`src/rtl/fetch_issue_buffer.sv`:
```
// Fetch-side producer of the FE->ID interface: issues in-order fetch requests
// under a credit limit, buffers responses in a small FIFO and drives the
// registered FEID payload. Responses in flight at a flush are discarded.
module fetch_issue_buffer #(
    parameter int unsigned DEPTH  = 4,
    parameter int unsigned MAXOUT = 2
) (
    input  logic        s_clk_i,
    input  logic        s_reset_i,
    input  logic        s_flush_i,
    input  logic        s_stall_i,
    output logic        s_req_o,
    input  logic        s_gnt_i,
    input  logic        s_rsp_valid_i,
    input  logic [31:0] s_rsp_data_i,
    input  logic [1:0]  s_rsp_err_i,
    input  logic [1:0]  s_rsp_pred_i,
    output logic [4:0]  s_feid_info_o,
    output logic [31:0] s_feid_instr_o,
    output logic [1:0]  s_feid_pred_o,
    output logic        s_empty_o
);

    localparam int unsigned PW = $clog2(DEPTH);
    localparam int unsigned CW = $clog2(DEPTH + 1);
    localparam int unsigned OW = $clog2(MAXOUT + 1);

    typedef enum logic {
        ST_RUN,
        ST_DISCARD
    } state_t;

    state_t        state;
    logic [35:0]   mem [DEPTH];
    logic [PW-1:0] rd_ptr;
    logic [PW-1:0] wr_ptr;
    logic [CW-1:0] count;
    logic [OW-1:0] outst;
    logic [OW-1:0] discard;
    logic          ffa;

    logic          issue;
    logic          rsp_acc;
    logic          push;
    logic          pop;
    logic [CW:0]   credit_sum;
    logic [OW-1:0] outst_after_rsp;
    logic [35:0]   head;

    // Request credit, response acceptance and FIFO push/pop decisions
    always_comb begin
        credit_sum      = (CW+1)'(count) + (CW+1)'(outst);
        s_req_o         = !s_reset_i && (state == ST_RUN) && !s_flush_i &&
                          (outst < OW'(MAXOUT)) && (credit_sum < (CW+1)'(DEPTH));
        issue           = s_req_o && s_gnt_i;
        rsp_acc         = s_rsp_valid_i && (outst != '0);
        outst_after_rsp = outst - OW'(rsp_acc);
        push            = rsp_acc && (state == ST_RUN) && !s_flush_i;
        pop             = !s_flush_i && !s_stall_i && (count != '0);
        head            = mem[rd_ptr];
        s_empty_o       = (count == '0) && (outst == '0);
    end

    // FIFO storage; contents are only meaningful below count, so no reset
    always_ff @(posedge s_clk_i) begin
        if (push) begin
            mem[wr_ptr] <= {s_rsp_data_i, s_rsp_err_i, s_rsp_pred_i};
        end
    end

    // Control state, FIFO pointers and the registered FEID payload
    always_ff @(posedge s_clk_i) begin
        if (s_reset_i) begin
            state          <= ST_RUN;
            rd_ptr         <= '0;
            wr_ptr         <= '0;
            count          <= '0;
            outst          <= '0;
            discard        <= '0;
            ffa            <= 1'b1;
            s_feid_info_o  <= '0;
            s_feid_instr_o <= '0;
            s_feid_pred_o  <= '0;
        end else begin
            outst <= outst + OW'(issue) - OW'(rsp_acc);
            if (s_flush_i) begin
                // Any response arriving in the flush cycle is already retired
                // from outstanding and dropped, so it is not counted for discard.
                rd_ptr        <= '0;
                wr_ptr        <= '0;
                count         <= '0;
                ffa           <= 1'b1;
                s_feid_info_o <= '0;
                discard       <= outst_after_rsp;
                state         <= (outst_after_rsp != '0) ? ST_DISCARD : ST_RUN;
            end else begin
                if ((state == ST_DISCARD) && rsp_acc) begin
                    discard <= discard - OW'(1);
                    if (discard == OW'(1)) begin
                        state <= ST_RUN;
                    end
                end
                if (push) begin
                    wr_ptr <= wr_ptr + PW'(1);
                end
                if (pop) begin
                    rd_ptr <= rd_ptr + PW'(1);
                end
                count <= count + CW'(push) - CW'(pop);
                if (!s_stall_i) begin
                    if (count != '0) begin
                        s_feid_info_o  <= {1'b0, ffa, head[3:2], 1'b1};
                        s_feid_instr_o <= head[35:4];
                        s_feid_pred_o  <= head[1:0];
                        ffa            <= 1'b0;
                    end else begin
                        s_feid_info_o <= '0;
                    end
                end
            end
        end
    end

endmodule

```
`config.mk`:
```
export PLATFORM = sky130hd
export DESIGN_NAME = fetch_issue_buffer
export DESIGN_NICKNAME = d
export VERILOG_FILES = /design/src/rtl/fetch_issue_buffer.sv
export SDC_FILE = /design/constraint.sdc
export NUM_CORES = 1
export LEC_CHECK = 0
export CAP_MARGIN = 10
export CORE_MARGIN = 3
export CORE_UTILIZATION = 57
export CTS_BUF_LIST = sky130_fd_sc_hd__clkbuf_4
export DETAILED_ROUTE_END_ITERATION = 10
export GPL_TIMING_DRIVEN = 0
export PLACE_DENSITY = 0.83
export SETUP_SLACK_MARGIN = 0.02
export SLEW_MARGIN = 20
export SYNTH_ARGS = -nofsm -noshare
export SYNTH_HDL_FRONTEND = slang
export SYNTH_SLANG_ARGS = --single-unit
```
`constraint.sdc`:
```
create_clock -name s_clk_i -period 5.79 [get_ports s_clk_i]
set_input_delay 0.579 -clock s_clk_i [delete_from_list [all_inputs] [get_ports s_clk_i]]
set_output_delay 0.579 -clock s_clk_i [all_outputs]
set_load 0.1 [all_outputs]
```
Yosys cells after proc, flatten, opt, wreduce, memory -nomap -nowiden
Memories as Yosys holds them, arrays and structs flattened. A register that Yosys moved wholly into a read port is not among the register bits.
Cells that the tools add are included.
{"block": "op_classes", "reduce_logical": 26, "n_addsub": 9, "shifts": 0, "bitwise": 3, "div": 0, "mul": 0, "n_eq_ne": 1, "mux": 11, "n_lt_le_gt_ge": 2}
{"operator": "logical AND 1 bit", "n": 12}
{"operator": "two-way mux 2 bit", "n": 4}
{"operator": "nonzero test 2 bit", "n": 4}
{"operator": "two-way mux 1 bit", "n": 6}
{"operator": "adder 2 x 1 -> 2 bit (second input constant)", "n": 2}
{"operator": "adder 3 x 2 -> 4 bit", "n": 1}
{"operator": "less-than comparator 4 x 3 -> 1 bit (second input constant)", "n": 1}
{"operator": "two-way mux 4 bit", "n": 1}
{"operator": "AND reduction 2 bit", "n": 2}
{"operator": "subtractor 2 x 1 -> 2 bit", "n": 2}
{"operator": "adder 3 x 1 -> 3 bit", "n": 1}
{"operator": "logical NOT 1 bit", "n": 3}
{"operator": "logical NOT 3 bit", "n": 1}
{"operator": "inverter 1 bit", "n": 3}
{"operator": "AND reduction 3 bit", "n": 1}
{"operator": "nonzero test 3 bit", "n": 1}
{"operator": "subtractor 3 x 1 -> 3 bit", "n": 1}
{"operator": "adder 2 x 1 -> 2 bit", "n": 1}
{"operator": "== test 2 x 1 -> 1 bit (second input constant)", "n": 1}
{"operator": "logical NOT 2 bit", "n": 1}
{"operator": "less-than comparator 2 bit (second input constant)", "n": 1}
{"operator": "OR reduction 2 bit", "n": 1}
{"operator": "subtractor 2 x 1 -> 2 bit (second input constant)", "n": 1}
{"block": "totals", "romBits": 0, "output_inout_bits": 41, "ram_bits": 144, "latch_bits": 0, "in_bits": 42, "ff_bits": 52, "mem_count": 1, "elab_cells": 63}
{"name": "mem", "words": 4, "word_bits": 36, "rd": 1, "rd_ports_with_merged_regs": 1, "wr": 1, "line": "34", "source": "logic [35:0] mem [DEPTH];"}

Longest topological paths before layout
{"block": "logic_depth", "ltp_word": 8, "depth_mapped": 13, "mapped_depth_nobuf": 11}

Worst setup path after synthesis
OpenSTA, ideal clock, no wires.
{"block": "synth_path", "path_type": "flip-flop to flip-flop", "from": "register count[1]", "to": "register outst[1]", "stages_incl_launch_ff": 11, "synth_period_minus_slack_ps": 5152, "setup_slack_ps": 638, "n_path_buf": 0, "required_time_ps": 5712, "arrival_ps": 5074, "setup_ps": 78, "path_cell_list": "dfxtp_1 -> ha_1 -> a311o_1 -> nor4_1 -> nand2_1 -> ha_1 -> inv_1 -> ha_1 -> xor2_1 -> and2_1 -> nor3_1"}
{"block": "synth_via", "elab_chain_len": 6}
{"item": "from (decl)", "line": "37", "source": "logic [CW-1:0] count;"}
{"item": "from (signal assigned)", "line": "109", "source": "count <= count + CW'(push) - CW'(pop);"}
{"item": "adder 3 x 2 -> 4 bit", "line": "52", "source": "credit_sum = (CW+1)'(count) + (CW+1)'(outst);"}
{"item": "less-than comparator 4 x 3 -> 1 bit", "line": "54", "source": "(outst < OW'(MAXOUT)) && (credit_sum < (CW+1)'(DEPTH));"}
{"item": "logical AND 1 bit", "line": "54"}
{"item": "named net s_req_o", "line": "12", "source": "output logic s_req_o,"}
{"item": "logical AND 1 bit", "line": "55", "source": "issue = s_req_o && s_gnt_i;"}
{"item": "adder 2 x 1 -> 2 bit", "line": "85", "source": "outst <= outst + OW'(issue) - OW'(rsp_acc);"}
{"item": "subtractor 2 x 1 -> 2 bit", "line": "85"}
{"item": "to (signal assigned)", "line": "85"}
{"item": "to (decl)", "line": "38", "source": "logic [OW-1:0] outst;"}
The timed path passes the listed nets, and every way through them passes these cells.
A chain may end at the register's enable or synchronous reset.

Worst setup path after layout
{"block": "layout_path", "from": "register count[1]", "to": "output port s_req_o"}
{"block": "layout_via", "elab_chain_len": 3}
{"item": "adder 3 x 2 -> 4 bit", "line": "52"}
{"item": "less-than comparator 4 x 3 -> 1 bit", "line": "54"}
{"item": "logical AND 1 bit", "line": "54"}
{"item": "to (decl)", "line": "12"}
Every way passes these cells.

==> flow_metrics.py <==
metrics = {
    "grt": {
        "grt_start_max_net_pins": 25,
        "grt_pass1_wl_um": 20600,
        "grtUsageTotal_pct": 19.3,
        "first_global_vias": 3908,
        "gr-total-overflow": 0,
        "antenna_found_initial": 0,
    },
    "worst_setup_path": {
        "endpoint_kind": "output port",
        "path_buf_inv": 1,
        "r2r_end": "count[2]$_SDFF_PP0_",
        "critPathMaxStageDelay_ns": 1.23,
        "start_kind": "flop",
        "worstRegToRegCells": 12,
        "critPathMaxFanout": 6,
        "worstPathCellList": "ha_1 -> a311o_1 -> nor4_1 -> clkdlybuf4s50_1",
        "cp.required_ns": 5.21,
        "cp_num_cells": 4,
        "rrSetupSlack_ns": 3.16,
        "cp_slowest_cell": "clkdlybuf4s50_1",
        "r2r_start": "outst[0]$_SDFF_PP0_",
        "path_delay_family": "buffers and inverters",
        "critPathKind": "reg2out",
        "critPathCapture": "s_req_o",
        "crit_arrival_ns": 3.27,
        "critPathLaunch": "count[1]$_SDFF_PP0_",
    },
    "place": {
        "port_buffers": 80,
        "postPlaceCellArea_um2": 8390,
        "hpwl_um": 8200,
        "gp_congestion": 0.760,
    },
    "drt": {
        "routed_wl_um": 12900,
        "drcViolationCount": 0,
        "avgViaCountPerCell": 5.68,
        "top_layer": "met4",
        "ant_nets": 0,
        "wl_met2_um": 6750,
        "via_count": 3749,
        "avgRoutedWirePerCell_um": 19.5,
        "drt-pass1-iter-count": 4,
        "drtIter0Drc": 299,
        "met1_length_um": 5270,
        "wl_met3_um": 638,
    },
    "power_and_ir_drop": {
        "powerDensity_nw_per_um2": 301,
        "ir_drop_v": 0.000191,
        "leakagePower_uw": 0.00286,
        "fin_total_pwr_uw": 2610,
    },
    "timing": {
        "min_period_ns": 3.85,
        "finalCritPeriodShare_pct": 66.5,
        "slew_headroom_pct": 31.5,
        "finalSetupTns_ns": 0,
        "final-setup-viol-count": 0,
        "clock.fmax_ghz": 0.260,
        "worst_pin_slew_ns": 1.02,
        "rsz0062_at_grt": "no",
        "hold_viol": 0,
        "clock_skew_ns": 0.0239,
        "maxSlewViolCount": 0,
        "holdWs_ns": 0.316,
    },
    "logic_synthesis": {
        "synth_top_cell_by_area": "edfxtp_1",
        "synth_edf_count": 144,
        "synth_cells": 376,
        "syn-cell-area_um2": 7300,
        "async_reset_ff_share_pct": 0,
        "yosysUniqueCellTypes": 44,
        "yosysSeqAreaShare_pct": 73.8,
        "ys.flop_type": "edfxtp_1",
        "synth.top_cell.area_share_pct": 59.3,
        "synth.most_common_cell": "edfxtp_1",
        "synth_commonest_cells": "144 x edfxtp_1, 53 x dfxtp_1, 34 x a22o_1",
        "ys_ff_latch": 197,
        "synth_area_leaders": "edfxtp_1 59%, dfxtp_1 15%, mux4_2 10%, a22o_1 4.1%, ha_1 1.9%",
        "ys_warn_count": 0,
        "syn_area_per_cell_um2": 19.4,
        "synth_fp_nets": 430,
    },
    "finish": {
        "synthToLayoutAreaGrowth_pct": 18.9,
        "final_area_um2": 8670,
        "insertedDiodeCount": 0,
        "layout-drive-gt1-share_pct": 19.1,
        "fillerInstances": 769,
        "layout.nets": 533,
    },
    "clock_network": {
        "root_buffer": "clkbuf_4",
        "clockBufferDepth": 2,
        "cts_tree": "yes",
        "postCtsSetupBuffers": 0,
        "clkTransAtPathRegs_ns": 0.16,
        "cts.sinks": 197,
        "numCtsBuffers": 17,
        "cts-htree-levels": 4,
        "postCtsResizedCells": 0,
        "insertion_delay_ns": 0.56,
        "postCtsHoldBufs": 0,
    },
    "die": {
        "fp.coreArea_um2": 12300,
        "initial_core_util_pct": 59.5,
        "die_x_um": 119,
        "io-pin-count": 83,
        "rows": 40,
        "die_y_um": 119,
        "die_area_um2": 14200,
    },
    "flow_run": {
        "maxCapViolations": 0,
    },
    "min_path": {
        "hp-class": "in2reg",
    },
    "run_status": {
        "status": "complete, no violations",
    },
}
[report_power, final]
part / switching [uW] / internal (uW) / total (uW)
clock network: 455 / 261 / 716
logic: 186 / 124 / 311
registers: 21.7 / 1560 / 1580
[flip-flops by register name, indices dropped and copies added (netlist names), named ones only]
name	count
mem	144
s_feid_instr_o	32
s_feid_info_o	4
count	3
discard	2
outst	2
rd_ptr	2
s_feid_pred_o	2
wr_ptr	2
ffa	1
state	1
[kinds of logic (layout without fill, tap and decap cells)]
kind of cell	Yosys count	in the layout	share of synthesized area, %
mux	36	36	11.3
xor+xnor	4	4	0.480
flops	197	197	73.8
other cells	1	1	0.0514
compound gates	60	60	6.60
buf+inv	30	146	2.62
fa+ha+maj	12	12	2.16
simple gates	36	36	3.00
[per-stage QoR]
| step | utilization, % | instances | setup WS (ns) |
|---|---|---|---|
| after floorplan | - | 376 | 0.638 |
| final | 70.7 | 660 | 1.94 |
| after CTS | 70.7 | 660 | 1.93 |
| after global placement | 67.7 | 624 | 2.15 |
| after detailed placement | 68.4 | 628 | 2.28 |
| after global routing | 70.7 | 660 | 1.79 |
[worst min-delay path by stage]
stage | start | end | cells past startpoint
final | s_reset_i | outst[0]$_SDFF_PP0_ | 2
after global routing | s_reset_i | outst[1]$_SDFF_PP0_ | 2
after CTS | s_reset_i | outst[0]$_SDFF_PP0_ | 2
after detailed placement | ffa$_SDFFE_PP1P_ | ffa$_SDFFE_PP1P_ | 1
after global placement | ffa$_SDFFE_PP1P_ | ffa$_SDFFE_PP1P_ | 1
after floorplan | ffa$_SDFFE_PP1P_ | ffa$_SDFFE_PP1P_ | 1
[worst register-to-register path: stages (launching register included)]
cell      delay (ns)
dfxtp_1         0.50
o21a_1          0.19
clkbuf_1        0.34
and2_1          0.19
inv_1           0.04
ha_1            0.28
inv_1           0.06
ha_1            0.13
inv_1           0.05
fa_1            0.37
xor2_1          0.16
and2_1          0.17
nor3_1          0.12
[metal layers]
layer,GRT usage [%],vias to the layer above
met1,24.9,1910
met5,0,-
met3,5.03,14
met2,32.0,98
met4,6.66,0
li1,-,1727
[final cells by class]
cell class	instances	area [um^2]	area share (%)
Clock buffer	17	128	1.47
Clock inverter	15	155	1.79
Tap cell	168	210	2.42
Buffer	21	158	1.82
Sequential cell	197	5390	62.1
Timing Repair Buffer	84	881	10.2
Inverter	9	33.8	0.389
Multi-Input combinational cell	149	1720	19.9
[layout by cell type, fill, tap and decap left out, drive strengths merged, types with 3 or more instances in the layout]
cell | synthesis | routed
edfxtp | 144 | 144
mux4 | 36 | 36
a22o | 34 | 34
nor3 | 4 | 4
a21o | 3 | 3
clkinv | 0 | 7
dfxtp | 53 | 53
buf | 14 | 18
clkdlybuf4s50 | 0 | 80
and3 | 4 | 4
clkbuf | 7 | 24
a21oi | 11 | 11
inv | 9 | 13
nor2 | 9 | 9
nand2 | 3 | 3
ha | 11 | 11
and2 | 4 | 4
(Power assumes the default switching activity.)
